`src/rtl/output_uart_pkg.sv`:
```
// Shared definitions for the output-buffer UART transmitter and the memory block.
package output_uart_pkg;

    typedef enum logic [2:0] {
        IDLE  = 3'd0,
        LOAD  = 3'd1,
        START = 3'd2,
        DATA  = 3'd3,
        STOP  = 3'd4
    } uart_tx_state_t;

    localparam int          UART_DATA_BITS         = 8;
    localparam logic        UART_IDLE_LEVEL        = 1'b1;

    // Memory-mapped addresses of the output byte buffer, shared with the memory block.
    localparam logic [31:0] OUTPUT_BYTES_ADDR      = 32'h8000_0004;
    localparam logic [31:0] OUTPUT_BYTES_AVAI_ADDR = 32'h8000_0000;

endpackage

```
`src/rtl/uart_baud_counter.sv`:
```
// Bit-period counter: counts while run is high, wraps at CLK_PER_BIT-1 and
// flags that last cycle of each bit period with bit_tick.
module uart_baud_counter #(
    parameter int CLK_PER_BIT = 868
) (
    input  logic clk,
    input  logic reset_n,
    input  logic clear,
    input  logic run,
    output logic bit_tick
);

    localparam int               CNT_W = (CLK_PER_BIT > 1) ? $clog2(CLK_PER_BIT) : 1;
    localparam logic [CNT_W-1:0] LAST  = CNT_W'(CLK_PER_BIT - 1);

    logic [CNT_W-1:0] cnt_q, cnt_d;

    assign bit_tick = run && (cnt_q == LAST);

    // Next count: clear has priority, otherwise count and wrap on the last cycle.
    always_comb begin
        cnt_d = cnt_q;
        if (clear) begin
            cnt_d = '0;
        end else if (run) begin
            cnt_d = bit_tick ? '0 : cnt_q + CNT_W'(1);
        end
    end

    // Count register.
    always_ff @(posedge clk or negedge reset_n) begin
        if (!reset_n) begin
            cnt_q <= '0;
        end else begin
            cnt_q <= cnt_d;
        end
    end

endmodule

```
`src/rtl/output_uart_tx.sv`:
```
// Drains the output byte buffer one byte at a time and sends each byte as an
// 8N1 frame, LSB first, on uart_tx.
module output_uart_tx
    import output_uart_pkg::*;
#(
    parameter int CLK_PER_BIT      = 868,
    parameter int BUFFER_BYTE_SIZE = 32
) (
    input  logic        clk,
    input  logic        reset_n,
    input  logic        tx_enable,
    input  logic [31:0] io_buffer_size_avai,
    input  logic [7:0]  io_output_data,
    output logic        io_output_en,
    output logic        uart_tx,
    output logic        busy,
    output logic        tx_done
);

    uart_tx_state_t state_q;
    logic [7:0]     shift_q;
    logic [2:0]     bit_cnt_q;
    logic           bit_tick;
    logic           baud_clear;
    logic           baud_run;
    logic           pending;

    // An avai value above the capacity fails this compare and reads as empty.
    assign pending = io_buffer_size_avai < 32'(BUFFER_BYTE_SIZE);

    // The counter is held at zero through IDLE/LOAD so START begins a fresh
    // period; DATA and STOP are entered on a wrap, so they also start at zero.
    assign baud_clear = (state_q == IDLE) || (state_q == LOAD);
    assign baud_run   = (state_q == START) || (state_q == DATA) || (state_q == STOP);

    uart_baud_counter #(
        .CLK_PER_BIT (CLK_PER_BIT)
    ) u_baud (
        .clk      (clk),
        .reset_n  (reset_n),
        .clear    (baud_clear),
        .run      (baud_run),
        .bit_tick (bit_tick)
    );

    // Frame sequencer: pop in LOAD, then start bit, eight data bits, stop bit.
    always_ff @(posedge clk or negedge reset_n) begin
        if (!reset_n) begin
            state_q   <= IDLE;
            shift_q   <= '0;
            bit_cnt_q <= '0;
        end else begin
            case (state_q)
                IDLE: begin
                    if (tx_enable && pending) begin
                        state_q <= LOAD;
                    end
                end
                LOAD: begin
                    shift_q <= io_output_data;
                    state_q <= START;
                end
                START: begin
                    if (bit_tick) begin
                        state_q <= DATA;
                    end
                end
                DATA: begin
                    if (bit_tick) begin
                        shift_q   <= {1'b0, shift_q[7:1]};
                        bit_cnt_q <= bit_cnt_q + 3'd1;
                        if (bit_cnt_q == 3'(UART_DATA_BITS - 1)) begin
                            state_q <= STOP;
                        end
                    end
                end
                STOP: begin
                    if (bit_tick) begin
                        state_q <= IDLE;
                    end
                end
                default: begin
                    state_q <= IDLE;
                end
            endcase
        end
    end

    // Line level decoded from registered state only; reset forces idle high.
    always_comb begin
        uart_tx = UART_IDLE_LEVEL;
        case (state_q)
            START:   uart_tx = 1'b0;
            DATA:    uart_tx = shift_q[0];
            default: uart_tx = UART_IDLE_LEVEL;
        endcase
    end

    assign io_output_en = (state_q == LOAD);
    assign busy         = (state_q != IDLE);
    assign tx_done      = (state_q == STOP) && bit_tick;

endmodule

```
`config.mk`:
```
export PLATFORM = sky130hd
export DESIGN_NAME = output_uart_tx
export DESIGN_NICKNAME = d
export VERILOG_FILES = /design/src/rtl/output_uart_pkg.sv /design/src/rtl/uart_baud_counter.sv /design/src/rtl/output_uart_tx.sv
export SDC_FILE = /design/constraint.sdc
export NUM_CORES = 1
export LEC_CHECK = 0
export CAP_MARGIN = 20
export CORE_MARGIN = 10
export CORE_UTILIZATION = 48
export DETAILED_ROUTE_END_ITERATION = 12
export PLACE_DENSITY = 0.87
export SYNTH_ARGS = -nofsm -noshare
export SYNTH_HDL_FRONTEND = slang
export SYNTH_HIERARCHICAL = 1
export SYNTH_SLANG_ARGS = --single-unit
```
`constraint.sdc`:
```
create_clock -name clk -period 3.97 [get_ports clk]
set_clock_uncertainty 0.05 [all_clocks]
set_input_delay 0.794 -clock clk [delete_from_list [all_inputs] [get_ports clk]]
set_output_delay 0.794 -clock clk [all_outputs]
set_load 0.02 [all_outputs]
```
==> summary.md <==
| Metric | Value |
|---|---|
| Die area | 5350 um^2 |
| Row cnt | 19 |
| Logic pwr share | 0.125 |
| Antenna viol nets, final | 0 |
| Initial DRC Count | 58 |
| WL met3 | 341 um |
| HP Start | bit_cnt_q[0]$_DFFE_PN0P_ |
| Int Pwr | 395 uW |
| Final sum of negative setup slack | 0 ps |
| Required @ worst endpoint | 3130 ps |
| DRT Pass-1 Iters | 4 |
| Vias in the first global route | 1194 |
| Status | finished, final reports clean |
| Routed length on met1 | 1410 um |
| Clock buffer depth | 2 |
| CTS Sinks | 24 |
| Largest stage delay, worst path | 610 ps |
| Tmin final | 3830 ps |
| Grt ovf | 0 |
| Final Non-Filler Cells | 207 |
| # hold bufs at CTS | 0 |
| Dominant cell by count in the synthesized netlist | dfrtp_1 |
| Library cells used by synthesis | 46 |
| Hold Crit Depth | 1 |
| Leak Pwr | 0.801 nW |
| TritonCTS buffer count | 3 |
| Die X-Extent | 73.1 um |
| Sw Share | 0.198 |
| GR Util All Layers | 0.127 |
| Critical path's slowest cell | clkdlybuf4s50_1 |
| Peak supply drop | 203 uV |
| Sequential Power Share | 0.515 |
| Syn Area/Cell | 10.2 um^2 |
| Post-synth top cells | 24 x dfrtp_1, 15 x nand2_1, 13 x nor2_1, 7 x mux2i_1, 7 x o21ai_1 |
| Ant diodes | 0 |
| Worst R2R Path Depth | 7 |
| Instance count on the critical path | 7 |
| First-pass GRT wire length | 5620 um |
| Met2 WL post-DR | 1620 um |
| Fraction of layout cells with a size suffix above 1 | 0.114 |
| Hold Violations, Final | 0 |
| Synth Net Count | 179 |
| Gpl congestion | 0.811 |
| Psw | 97.6 uW |
| Max-cap violations | 0 |
| Fmax | 261 MHz |
| Rel. slew slack | 0.617 |
| Initial antenna violation count | 0 |
| Power Dens Cells | 264 nW/um^2 |
| Reg2reg start | state_q[1]$_DFFE_PN0P_ |
| Reg-to-reg slack, setup | 1450 ps |
| Via count | 1169 |
| Post-synth top flop | dfrtp_1 |
| Postcts setup bufs | 0 |
| Ys async rst share | 1.00 |
| Port bufs | 41 |
| Number of synthesized flops with an enable pin | 0 |
| CP cell instances | inv_2 > o21ai_0 > nand4_1 > or4_4 > clkinvlp_4 > and3_2 > clkdlybuf4s50_1 |
| # DRC | 0 |
| Post-cts resize count | 0 |
| Area grow syn2layout | 37.6% |
| CP startpoint kind | flop |
| Worst setup path end | tx_done |
| Fin nets | 223 |
| YS warnings | 6 |
| Vias per inst | 5.65 |
| Clock transition at path regs | 150 ps |
| I/O pin count | 47 |
| Worst Path Buf+Inv | 3 |
| Initial core utilization | 0.496 |
| Main area contributors after synthesis | dfrtp_1 44%, mux2i_1 5.2%, nand2_1 4.2%, nor2_1 3.6%, xor2_1 3.2% |
| RSZ-0062 raised after global routing | no |
| Synth Register Bits | 24 |
| Largest net degree at the start of global routing | 25 |
| Class of the worst hold path | flop to flop |
| CP arrival | 2990 ps |
| CTS tree | built |
| Final setup fails | 0 |
| Cell count after synthesis | 133 |
| Die extent in y | 73.1 um |
| Fillers | 219 |
| Sequential-to-total area share from yosys stat | 0.443 |
| RR Endpoint | bit_cnt_q[1]$_DFFE_PN0P_ |
| Dpl cells | 202 |
| Top sig layer | met4 |
| Worst path top cell family by delay | simple AND/OR/NAND/NOR gates |
| Clock power frac | 0.359 |
| Clk root buf | clkbuf_4 |
| Clock Latency Late Sink | 320 ps |
| Hpwl dp | 2710 um |
| CTS HTree Levels | 1 |
| Core ar. | 2730 um^2 |
| Worst-margin pin slew | 574 ps |
| Crit-path max FO | 9 |
| Crit end category | output pin |
| Post-synth top area cell | dfrtp_1 |
| WL/cell | 16.3 um |
| Post-Syn Area | 1360 um^2 |
| Fin crit share | 0.965 |
| Overall routed net length | 3380 um |
| Kind of critical path | flop to output pin |
| Critical path launch point | state_q[1]$_DFFE_PN0P_ |
| Max Slew Vio Count | 0 |
| Post-synth top area share | 0.443 |
[how the worst min path moves through the flow]
stage	endpoint	slack, ps
after global placement	bit_cnt_q[0]$_DFFE_PN0P_	420
after detailed placement	shift_q[5]$_DFFE_PN0P_	430
after floorplan	bit_cnt_q[0]$_DFFE_PN0P_	400
after CTS	bit_cnt_q[0]$_DFFE_PN0P_	460
after global routing	shift_q[2]$_DFFE_PN0P_	500
final	bit_cnt_q[0]$_DFFE_PN0P_	450
[logic make-up (layout without fill, tap and decap cells)]
group | Yosys count | in the layout | share of synthesized area
AO/OA/AOI/OAI | 18 | 18 | 0.0868
multiplexers | 9 | 9 | 0.0683
buffers and inverters | 6 | 49 | 0.0286
AND/OR/NAND/NOR | 64 | 64 | 0.287
flip-flops | 24 | 24 | 0.443
XOR/XNOR | 9 | 9 | 0.0582
adder cells (fa/ha/maj) | 3 | 3 | 0.0277
[power by group through the flow]
stage          Sequential [mW]  Combinational, mW  Clock (mW)
2_1_floorplan            0.257             0.0125           0
3_3_place_gp             0.258             0.0562           0
3_5_place_dp             0.258             0.0586           0
4_1_cts                  0.254             0.0591       0.181
5_1_grt                  0.255             0.0664       0.187
6_report                 0.254             0.0616       0.177
[routing by layer]
metal / track usage / vias up
li1: - / 567
met1: 0.152 / 550
met2: 0.215 / 50
met3: 0.0395 / 2
met4: 0.0253 / 0
met5: 0 / -
[cell type report]
| cell class | instances | area (um^2) | share of cell area |
|---|---|---|---|
| clock buffer | 3 | 22.5 | 0.0121 |
| clock inverter | 1 | 30.0 | 0.0161 |
| inverter | 2 | 11.3 | 0.00604 |
| multi-input combinational | 103 | 716 | 0.384 |
| sequential | 24 | 601 | 0.322 |
| tap | 31 | 38.8 | 0.0208 |
| timing repair buffer | 43 | 445 | 0.239 |
[worst reg2reg max path, stage by stage, from the launching register on]
cell and delay [ps]:
dfrtp_1 570, inv_2 110, o21ai_0 310, nand4_1 150, or4_4 560, clkinvlp_4 170
nand3_2 130, mux2_1 350
[flip-flops by register name, summed over array words and instances, names as in the netlist]
signal / flops
bit_cnt_q: 3
u_baud/cnt_q: 10
state_q: 3
shift_q: 8
[cells in the final DEF (no fill, tap or decap), types with 4 or more instances in the layout]
master and count:
nand3_1 4, nand2_1 15, nand4_1 5, nor2_1 13, xor2_1 5, mux2i_1 7, clkdlybuf4s50_1 41, o21ai_1 7
xnor2_1 4, dfrtp_1 24
[through the flow]
step                      hold slack, ps  setup slack [ps]  utilization  instance area (um^2)  power (mW)
after CTS                            461              93.9        0.670                  1830       0.494
after global placement               417               534        0.651                  1780       0.314
after detailed placement             434               476        0.651                  1780       0.317
after global routing                 498              3.42        0.682                  1860       0.508
final                                453               139        0.682                  1860       0.493
after floorplan                      402              1120            -                  1360       0.269
Power figures use the tool's default switching activity.
